[config.mk]
export PLATFORM = sky130hd
export DESIGN_NAME = mem_port_arb
export DESIGN_NICKNAME = d
export VERILOG_FILES = /design/src/rtl/mem_port_arb_pkg.sv /design/src/rtl/mem_port_arb_oob_chk.sv /design/src/rtl/mem_port_arb.sv
export SDC_FILE = /design/constraint.sdc
export NUM_CORES = 1
export LEC_CHECK = 0
export CORE_AREA = 2 2 99 101
export CTS_CLUSTER_DIAMETER = 80
export DETAILED_ROUTE_END_ITERATION = 10
export DIE_AREA = 0 0 101 103
export PLACE_DENSITY = 0.64
export SYNTH_ARGS = -nofsm -noshare
export SYNTH_HDL_FRONTEND = slang
export SYNTH_SLANG_ARGS = --single-unit
[constraint.sdc]
create_clock -name clk -period 2.88 [get_ports clk]
set_input_delay 0.864 -clock clk [delete_from_list [all_inputs] [get_ports clk]]
set_output_delay 0.864 -clock clk [all_outputs]
set_load 0.02 [all_outputs]
[src/rtl/mem_port_arb_pkg.sv]
// ----------------------------------------------------------------------------
// utils_top : types and constants shared by the memory port arbiter files.
//
//   arb_state_e : owner of the response that is due this cycle
//   rsp_t       : one requester's response bundle (rvalid / err / rdata)
//   BE_FULL     : byte enables used for every full-word access
//   STARVE_W    : width of the fetch starvation counter
// ----------------------------------------------------------------------------
package utils_top;

   localparam logic [3:0] BE_FULL  = 4'hF;
   localparam int         STARVE_W = 4;

   typedef enum logic [2:0] {
      IDLE,     // nothing owed this cycle
      IF_PEND,  // fetch read issued last cycle
      LS_PEND,  // LS read issued last cycle
      ERR_IF,   // out-of-bounds fetch accepted last cycle
      ERR_LS    // out-of-bounds LS access accepted last cycle
   } arb_state_e;

   typedef struct packed {
      logic        rvalid;
      logic        err;
      logic [31:0] rdata;
   } rsp_t;

   // Increment that sticks at lim.
   function automatic logic [STARVE_W-1:0] sat_inc(input logic [STARVE_W-1:0] v,
                                                   input logic [STARVE_W-1:0] lim);
      return (v >= lim) ? lim : v + 1'b1;
   endfunction

endpackage

[src/rtl/mem_port_arb_oob_chk.sv]
// ----------------------------------------------------------------------------
// mem_port_arb_oob_chk : combinational bounds/alignment check of one byte
// address against a memory of 2**MEM_BYTE_ADD_W bytes.
//
//   addr : byte address of the request
//   oob  : 1 when any bit above the memory range is set or the address is not
//          word aligned
// ----------------------------------------------------------------------------
module mem_port_arb_oob_chk #(
   parameter int MEM_BYTE_ADD_W = 8
) (
   input  logic [31:0] addr,
   output logic        oob
);

   // Ones on every address bit that lies above the memory.
   localparam logic [31:0] HI_MASK = ~((32'd1 << MEM_BYTE_ADD_W) - 32'd1);

   assign oob = (|(addr & HI_MASK)) | (|addr[1:0]);

endmodule

[src/rtl/mem_port_arb.sv]
// ----------------------------------------------------------------------------
// mem_port_arb : shares one single-port synchronous memory between the fetch
// unit (read only) and the load/store unit (read/write).
//
//   clk, rst_n            clock, asynchronous active-low reset
//   if_req/if_addr        fetch request             -> if_gnt
//   if_rvalid/rdata/err   fetch response, one cycle after the grant
//   ls_req/we/be/addr/
//   ls_wdata              LS request                -> ls_gnt
//   ls_rvalid/rdata/err   LS response, one cycle after the grant
//                         (rvalid for reads only, err for reads and writes)
//   mem_*                 memory macro command, mem_rdata returns a cycle later
//
// LS has priority, except when it has already won STARVE_MAX cycles in a row
// against a waiting fetch; then fetch is forced through once.
// Out-of-bounds requests are accepted but never reach the memory; their
// owner sees err (and rvalid with zero data for reads) on the next cycle.
//
// Optional build macro MEM_PORT_ARB_PERF_CNT_EN adds perf_if_wait and
// perf_ls_wait, saturating counts of cycles each requester spent waiting.
// ----------------------------------------------------------------------------
module mem_port_arb
   import utils_top::*;
#(
   parameter int MEM_BYTE_ADD_W = 8,
   parameter int STARVE_MAX     = 4
) (
   input  logic                      clk,
   input  logic                      rst_n,
   input  logic                      if_req,
   input  logic [31:0]               if_addr,
   output logic                      if_gnt,
   output logic                      if_rvalid,
   output logic [31:0]               if_rdata,
   output logic                      if_err,
   input  logic                      ls_req,
   input  logic                      ls_we,
   input  logic [3:0]                ls_be,
   input  logic [31:0]               ls_addr,
   input  logic [31:0]               ls_wdata,
   output logic                      ls_gnt,
   output logic                      ls_rvalid,
   output logic [31:0]               ls_rdata,
   output logic                      ls_err,
   output logic                      mem_en,
   output logic                      mem_we,
   output logic [3:0]                mem_be,
   output logic [MEM_BYTE_ADD_W-3:0] mem_addr,
   output logic [31:0]               mem_wdata,
   input  logic [31:0]               mem_rdata
`ifdef MEM_PORT_ARB_PERF_CNT_EN
   ,
   output logic [31:0]               perf_if_wait,
   output logic [31:0]               perf_ls_wait
`endif
);

   localparam logic [STARVE_W-1:0] STARVE_LIM = STARVE_W'(STARVE_MAX);

   logic                if_oob, ls_oob;
   logic                fetch_force;
   logic [STARVE_W-1:0] starve_q, starve_d;
   arb_state_e          state_q, state_d;
   logic                err_we_q, err_we_d;   // OOB LS access was a write
   rsp_t                if_rsp, ls_rsp;

   mem_port_arb_oob_chk #(.MEM_BYTE_ADD_W(MEM_BYTE_ADD_W)) u_if_oob (
      .addr (if_addr),
      .oob  (if_oob)
   );

   mem_port_arb_oob_chk #(.MEM_BYTE_ADD_W(MEM_BYTE_ADD_W)) u_ls_oob (
      .addr (ls_addr),
      .oob  (ls_oob)
   );

   // ---------------------------------------------------------------- grant
   // Grants are masked by rst_n so nothing is accepted while in reset.
   assign fetch_force = (starve_q == STARVE_LIM);
   assign if_gnt      = rst_n & if_req & (~ls_req | fetch_force);
   assign ls_gnt      = rst_n & ls_req & ~(if_req & fetch_force);

   // Counts LS wins against a waiting fetch; any cycle where fetch is not
   // waiting (granted or not requesting) starts the count over.
   always_comb begin
      starve_d = starve_q;
      if (if_gnt || !if_req)
         starve_d = '0;
      else if (ls_gnt)
         starve_d = sat_inc(starve_q, STARVE_LIM);
   end

   // ---------------------------------------------------------- memory drive
   always_comb begin
      mem_en    = 1'b0;
      mem_we    = 1'b0;
      mem_be    = '0;
      mem_addr  = '0;
      mem_wdata = '0;
      if (if_gnt && !if_oob) begin
         mem_en    = 1'b1;
         mem_be    = BE_FULL;
         mem_addr  = if_addr[MEM_BYTE_ADD_W-1:2];
         mem_wdata = ls_wdata;
      end else if (ls_gnt && !ls_oob) begin
         mem_en    = 1'b1;
         mem_we    = ls_we;
         mem_be    = ls_we ? ls_be : BE_FULL;
         mem_addr  = ls_addr[MEM_BYTE_ADD_W-1:2];
         mem_wdata = ls_wdata;
      end
   end

   // ------------------------------------------------------- response FSM
   // The state is entirely decided by this cycle's grant, so a new grant
   // can be accepted in the same cycle a previous response is delivered.
   always_ff @(posedge clk or negedge rst_n) begin
      if (!rst_n) begin
         state_q  <= IDLE;
         err_we_q <= 1'b0;
         starve_q <= '0;
      end else begin
         state_q  <= state_d;
         err_we_q <= err_we_d;
         starve_q <= starve_d;
      end
   end

   always_comb begin
      state_d  = IDLE;
      err_we_d = 1'b0;
      if (if_gnt) begin
         state_d = if_oob ? ERR_IF : IF_PEND;
      end else if (ls_gnt) begin
         if (ls_oob) begin
            state_d  = ERR_LS;
            err_we_d = ls_we;
         end else if (!ls_we) begin
            state_d = LS_PEND;
         end
      end
   end

   always_comb begin
      if_rsp = '0;
      ls_rsp = '0;
      unique case (state_q)
         IF_PEND: begin
            if_rsp.rvalid = 1'b1;
            if_rsp.rdata  = mem_rdata;
         end
         LS_PEND: begin
            ls_rsp.rvalid = 1'b1;
            ls_rsp.rdata  = mem_rdata;
         end
         ERR_IF: begin
            if_rsp.rvalid = 1'b1;
            if_rsp.err    = 1'b1;
         end
         ERR_LS: begin
            ls_rsp.rvalid = ~err_we_q;
            ls_rsp.err    = 1'b1;
         end
         default: ;
      endcase
   end

   assign if_rvalid = if_rsp.rvalid;
   assign if_err    = if_rsp.err;
   assign if_rdata  = if_rsp.rdata;
   assign ls_rvalid = ls_rsp.rvalid;
   assign ls_err    = ls_rsp.err;
   assign ls_rdata  = ls_rsp.rdata;

`ifdef MEM_PORT_ARB_PERF_CNT_EN
   // ------------------------------------------------------ wait counters
   logic [31:0] perf_if_q, perf_ls_q;

   always_ff @(posedge clk or negedge rst_n) begin
      if (!rst_n) begin
         perf_if_q <= '0;
         perf_ls_q <= '0;
      end else begin
         if (if_req && !if_gnt && perf_if_q != '1)
            perf_if_q <= perf_if_q + 32'd1;
         if (ls_req && !ls_gnt && perf_ls_q != '1)
            perf_ls_q <= perf_ls_q + 32'd1;
      end
   end

   assign perf_if_wait = perf_if_q;
   assign perf_ls_wait = perf_ls_q;
`endif

endmodule

# Word level (Yosys, flattened, before mapping)
# Index checks and enable logic that the tools add are counted.
[word_totals] regBits=8 latchBits=0 mem_bits_rw=0 mem_bits_ro=0 inputBits=137 output_inout_bits=114 wordCells=61 memories=0
[classes] n_addsub=1 n_mul=0 div_mod_pow=0 order_cmp=1 n_eq_ne=5 shifts=0 mux=28 n_bitwise=11 reduce_logical=12
[ops] operator="2-to-1 mux 32 bit" count=4
[ops] operator="OR reduction 24 bit" count=2
[ops] operator="2-to-1 mux 4 bit" count=6
[ops] operator="2-to-1 mux 6 bit" count=2
[ops] operator="2-to-1 mux 1 bit" count=10
[ops] operator="2-to-1 mux 3 bit" count=3
[ops] operator="equality test 3 x 2 -> 1 bit (second input constant)" count=2
[ops] operator="OR reduction 2 bit" count=3
[ops] operator="bitwise AND 1 bit" count=5
[ops] operator="adder 4 x 1 -> 4 bit (second input constant)" count=1
[ops] operator="equality test 4 x 3 -> 1 bit (second input constant)" count=1
[ops] operator=">= comparator 4 x 3 -> 1 bit (second input constant)" count=1
[ops] operator="2-to-1 mux 2 bit" count=2
[ops] operator="equality test 3 x 1 -> 1 bit (second input constant)" count=1
[ops] operator="equality test 3 bit (second input constant)" count=1
[ops] operator="zero test 1 bit" count=3
[ops] operator="inverter 1 bit" count=3
[ops] operator="bitwise OR 1 bit" count=3
[ops] operator="logical AND 1 bit" count=2
[ops] operator="one-hot mux 1 bit (2 select lines)" count=1
[ops] operator="nonzero test 2 bit" count=1
[ops] operator="logical OR 1 bit" count=1

# Logic depth before layout (Yosys ltp)
[logic_depth] word_depth=7 ltp_mapped=7 depth_no_buf=6

# Hierarchy
# Synthesis repeated with hierarchy kept, for this count alone.
[unflattened] cells_unflattened=191 hier_area_um2=1470.2
[by_module_without_submodules] module="mem_port_arb" n_inst=1 cells_each=173 area_each_um2=1347.5 seq_area_each_um2=200.2
[by_module_without_submodules] module="mem_port_arb_oob_chk" n_inst=2 cells_each=9 area_each_um2=61.3 seq_area_each_um2=0.0

# Worst setup path after synthesis
# OpenSTA, ideal clock, no wires.
[synth_path] path_kind="input port to output port" startpoint="in ls_addr[9]" endpoint="out mem_wdata[0]" arrival_time_ns=2.268 required_ns=2.016 path_slack_ns=-0.252 stages=4 n_path_buf=0 cell_sequence="nor4_2 > nand4_1 > a2111o_1 > a21boi_0"
[synth_between] elab_chain_cells=6
[synth_rtl] element="start, declared" line_no="mem_port_arb.sv:39" rtl="input logic [31:0] ls_addr,"
[synth_rtl] element="OR reduction 24 bit" line_no="mem_port_arb_oob_chk.sv:19" rtl="assign oob = (|(addr & HI_MASK)) | (|addr[1:0]);"
[synth_rtl] element="bitwise OR 1 bit" line_no="mem_port_arb_oob_chk.sv:19"
[synth_rtl] element="zero test 1 bit" line_no="mem_port_arb.sv:105" rtl="end else if (ls_gnt && !ls_oob) begin"
[synth_rtl] element="logical AND 1 bit" line_no="mem_port_arb.sv:105"
[synth_rtl] element="2-to-1 mux 32 bit" line_no="mem_port_arb.sv:105"
[synth_rtl] element="2-to-1 mux 32 bit" line_no="mem_port_arb.sv:100" rtl="if (if_gnt && !if_oob) begin"
[synth_rtl] element="end, declared" line_no="mem_port_arb.sv:49" rtl="output logic [31:0] mem_wdata,"
# No other way between the ends.

# Worst setup path in the final report
[layout_path] startpoint="in ls_addr[0]" endpoint="out mem_wdata[21]"
[layout_between] elab_chain_cells=6
[layout_rtl] element="OR reduction 2 bit" line_no="mem_port_arb_oob_chk.sv:19"
[layout_rtl] element="bitwise OR 1 bit" line_no="mem_port_arb_oob_chk.sv:19"
[layout_rtl] element="zero test 1 bit" line_no="mem_port_arb.sv:105"
[layout_rtl] element="logical AND 1 bit" line_no="mem_port_arb.sv:105"
[layout_rtl] element="2-to-1 mux 32 bit" line_no="mem_port_arb.sv:105"
[layout_rtl] element="2-to-1 mux 32 bit" line_no="mem_port_arb.sv:100"
# No other way between the ends.

==> results.cfg <==
[timing]
final-setup-viol-count = 43
layout_setup_ws_ns = -0.560
grt_setup_unrepaired = yes
final_hold_viol_count = 0
relSlewSlack = 0.809
finClkSkew_ns = 0.00521
slew_violations = 0
post-route-period-util = 1.19
tightest_slew_ns = 0.286
tns_ns = -20.51
fin_crit_ns = 3.44
max_freq_ghz = 0.291

[route]
num_vias = 2532
antenna_left = 0
drc_errors = 0
drt-pass1-iter-count = 4
drt-initial-drc-count = 24
wl_per_cell_um = 14.6
drt-total-wl_um = 8610
viasPerCell = 4.31

[power]
p_per_area_mw_per_mm2 = 117
ir_worst_vdd_mv = 0.0800
power.leakage_nw = 2.44

[die]
start_util = 0.168
num_io_pins = 251
coreArea_mm2 = 0.00946
rows = 36
die_h_um = 103
dieWidth_um = 101
dieArea_mm2 = 0.0104

[global_routing]
grt_first_pass_wirelength_um = 12700
first_global_vias = 2571
antenna_found_initial = 0
grt.overflow.total = 0
track_usage = 0.153
grt_max_degree = 34

[clocking]
htree_levels = 1
hold_buffers = 0
cts_buffer_depth = 2
cts.sinks = 8
clkLatencyLatePin_ns = 0.23
cts_root_buf = clkbuf_8
cts_buffers = 3
clkTransAtPathRegs_ns = 0.04
tritoncts = built

[yosys]
yosys_warnings = 0
synthCells = 201
synth_flop_cell = dfrtp_1
syn-num-nets = 340
synth_cell_types = 33
synth-seq-cells = 8
synth_edf_count = 0
ys_seq_area_frac = 0.126
syn_area_mm2 = 0.00159
synth_area_per_cell_um2 = 7.91
ys_async_sr_fraction = 1.00

[placement]
post-dp-hpwl_um = 7230
dp.cells = 568
place_congestion = 0.768
io_buffers = 250
pre_cts_slack_ns = -1.26

[final_layout]
layout.cells.non_filler = 588
syn2layout_area_growth_pct = 215
drive_gt1_frac = 0.348
insertedDiodeCount = 0
nNetsFinal = 615

[setup_path]
setup.worst_path.end_class = output port
critPathLaunchType = primary input
critPathKind = primary input to output port
arrival_ns = 2.58
critPathMaxFanout = 8
r2r_setup_slack_ns = 1.05
cp.required_ns = 2.02

[worst_hold_path]
hold_path.class = flop to flop

[outcome]
status = finished, violations left
violations = negative setup slack

[job]
maxCapViolCount = 0
==> Yosys cell counts, types with 2 or more instances <==
master	number	area share
nor3b_1	2	0.0094
a21boi_2	28	0.20
a21oi_1	2	0.0063
nor4_2	3	0.024
nand3_1	3	0.0094
buf_6	4	0.028
o21ai_0	2	0.0063
dfrtp_1	8	0.13
nor2b_1	7	0.028
ha_1	2	0.016
and2_1	65	0.26
buf_2	3	0.0094
clkbuf_1	6	0.014
o22ai_2	6	0.047
nor4_1	9	0.035
and3_1	2	0.0079
inv_1	17	0.040
nor2_1	6	0.014
o21ai_2	4	0.022
and3b_1	2	0.011
nand2_1	5	0.012
a21boi_0	4	0.019
==> critical path: stages <==
cell and delay [ns]:
buf_6 0.10, nor4_4 0.25, nand4_1 0.18, a2111o_2 0.56, buf_6 0.18, buf_16 0.15
a21boi_4 0.16, buf_6 0.14
==> logic make-up after synthesis <==
| logic type | after synthesis | synth area share |
|---|---|---|
| AO/OA/AOI/OAI | 51 | 0.332 |
| flip-flops | 8 | 0.126 |
| AND/OR/NAND/NOR | 108 | 0.423 |
| multiplexers | 1 | 0.00630 |
| buffers and inverters | 31 | 0.0968 |
| adder cells (fa/ha/maj) | 2 | 0.0157 |
==> final timing paths <==
| path | depth (start not counted) | to | start |
|---|---|---|---|
| min | 3 | starve_q[3]$_DFFE_PN0P_ | starve_q[3]$_DFFE_PN0P_ |
| max reg2reg | 6 | state_q[1]$_DFF_PN0_ | starve_q[0]$_DFFE_PN0P_ |
| min in group asynchronous | 2 | starve_q[0]$_DFFE_PN0P_ | rst_n |
| max in group asynchronous | 2 | state_q[0]$_DFF_PN0_ | rst_n |
| min reg2reg | 3 | starve_q[3]$_DFFE_PN0P_ | starve_q[3]$_DFFE_PN0P_ |
| max | 8 | mem_wdata[21] | ls_addr[0] |
==> cells in the final DEF (no fill, tap or decap), types with 6 or more instances in the layout <==
cell | netlist | final
dlygate4sd2_1 | 0 | 88
clkdlybuf4s50_1 | 0 | 85
and2_1 | 65 | 65
buf_6 | 4 | 52
a21boi_4 | 0 | 28
inv_1 | 17 | 17
buf_4 | 1 | 15
clkdlybuf4s15_1 | 0 | 12
buf_2 | 3 | 9
dfrtp_1 | 8 | 8
nor4_4 | 0 | 7
nor2b_1 | 7 | 7
o22ai_4 | 0 | 6
buf_16 | 0 | 6
clkbuf_2 | 0 | 6
buf_12 | 0 | 6
==> layer usage <==
| metal | GRT usage | vias up | wire [µm] |
|---|---|---|---|
| li1 | - | 1231 | - |
| met1 | 0.145 | 1135 | 2690 |
| met2 | 0.325 | 157 | 4890 |
| met3 | 0.0380 | 9 | 912 |
| met4 | 0.0353 | 0 | 114 |
| met5 | 0 | - | 0 |
==> what timing repair did <==
item,CTS,global route
setup endpoints to repair,110,45
gates resized for setup,454,31
cloned,6,0
pin swaps,41,14
buffers inserted,15,3
==> sequential cells by signal, summed over array words and instances, names as in the netlist <==
signal	flops
state_q	3
err_we_q	1
starve_q	4
==> through the flow <==
stage	util	hold slack [ns]	power (mW)	instance area (µm²)
2_1_floorplan	-	0.517	0.216	1900
3_3_place_gp	0.493	0.594	0.476	4660
3_5_place_dp	0.493	0.612	0.480	4660
4_1_cts	0.532	0.622	0.589	5030
5_1_grt	0.528	0.645	0.619	5000
6_report	0.528	0.621	0.584	5000
==> report_power, final <==
group | switching [mW] | total [mW] | internal (mW)
sequential | 0.00236 | 0.119 | 0.116
clock | 0.0449 | 0.135 | 0.0906
combinational | 0.119 | 0.330 | 0.211
total | 0.167 | 0.584 | 0.418
==> final cells by class <==
cell class                      instances  area [µm²]
Fill cell                             913        4460
Timing Repair Buffer                  284        2860
Multi-Input combinational cell        162        1690
Sequential cell                         8         200
Tap cell                              114         143
Inverter                               17        63.8
Clock buffer                            3        41.3
(Power assumes the default switching activity.)
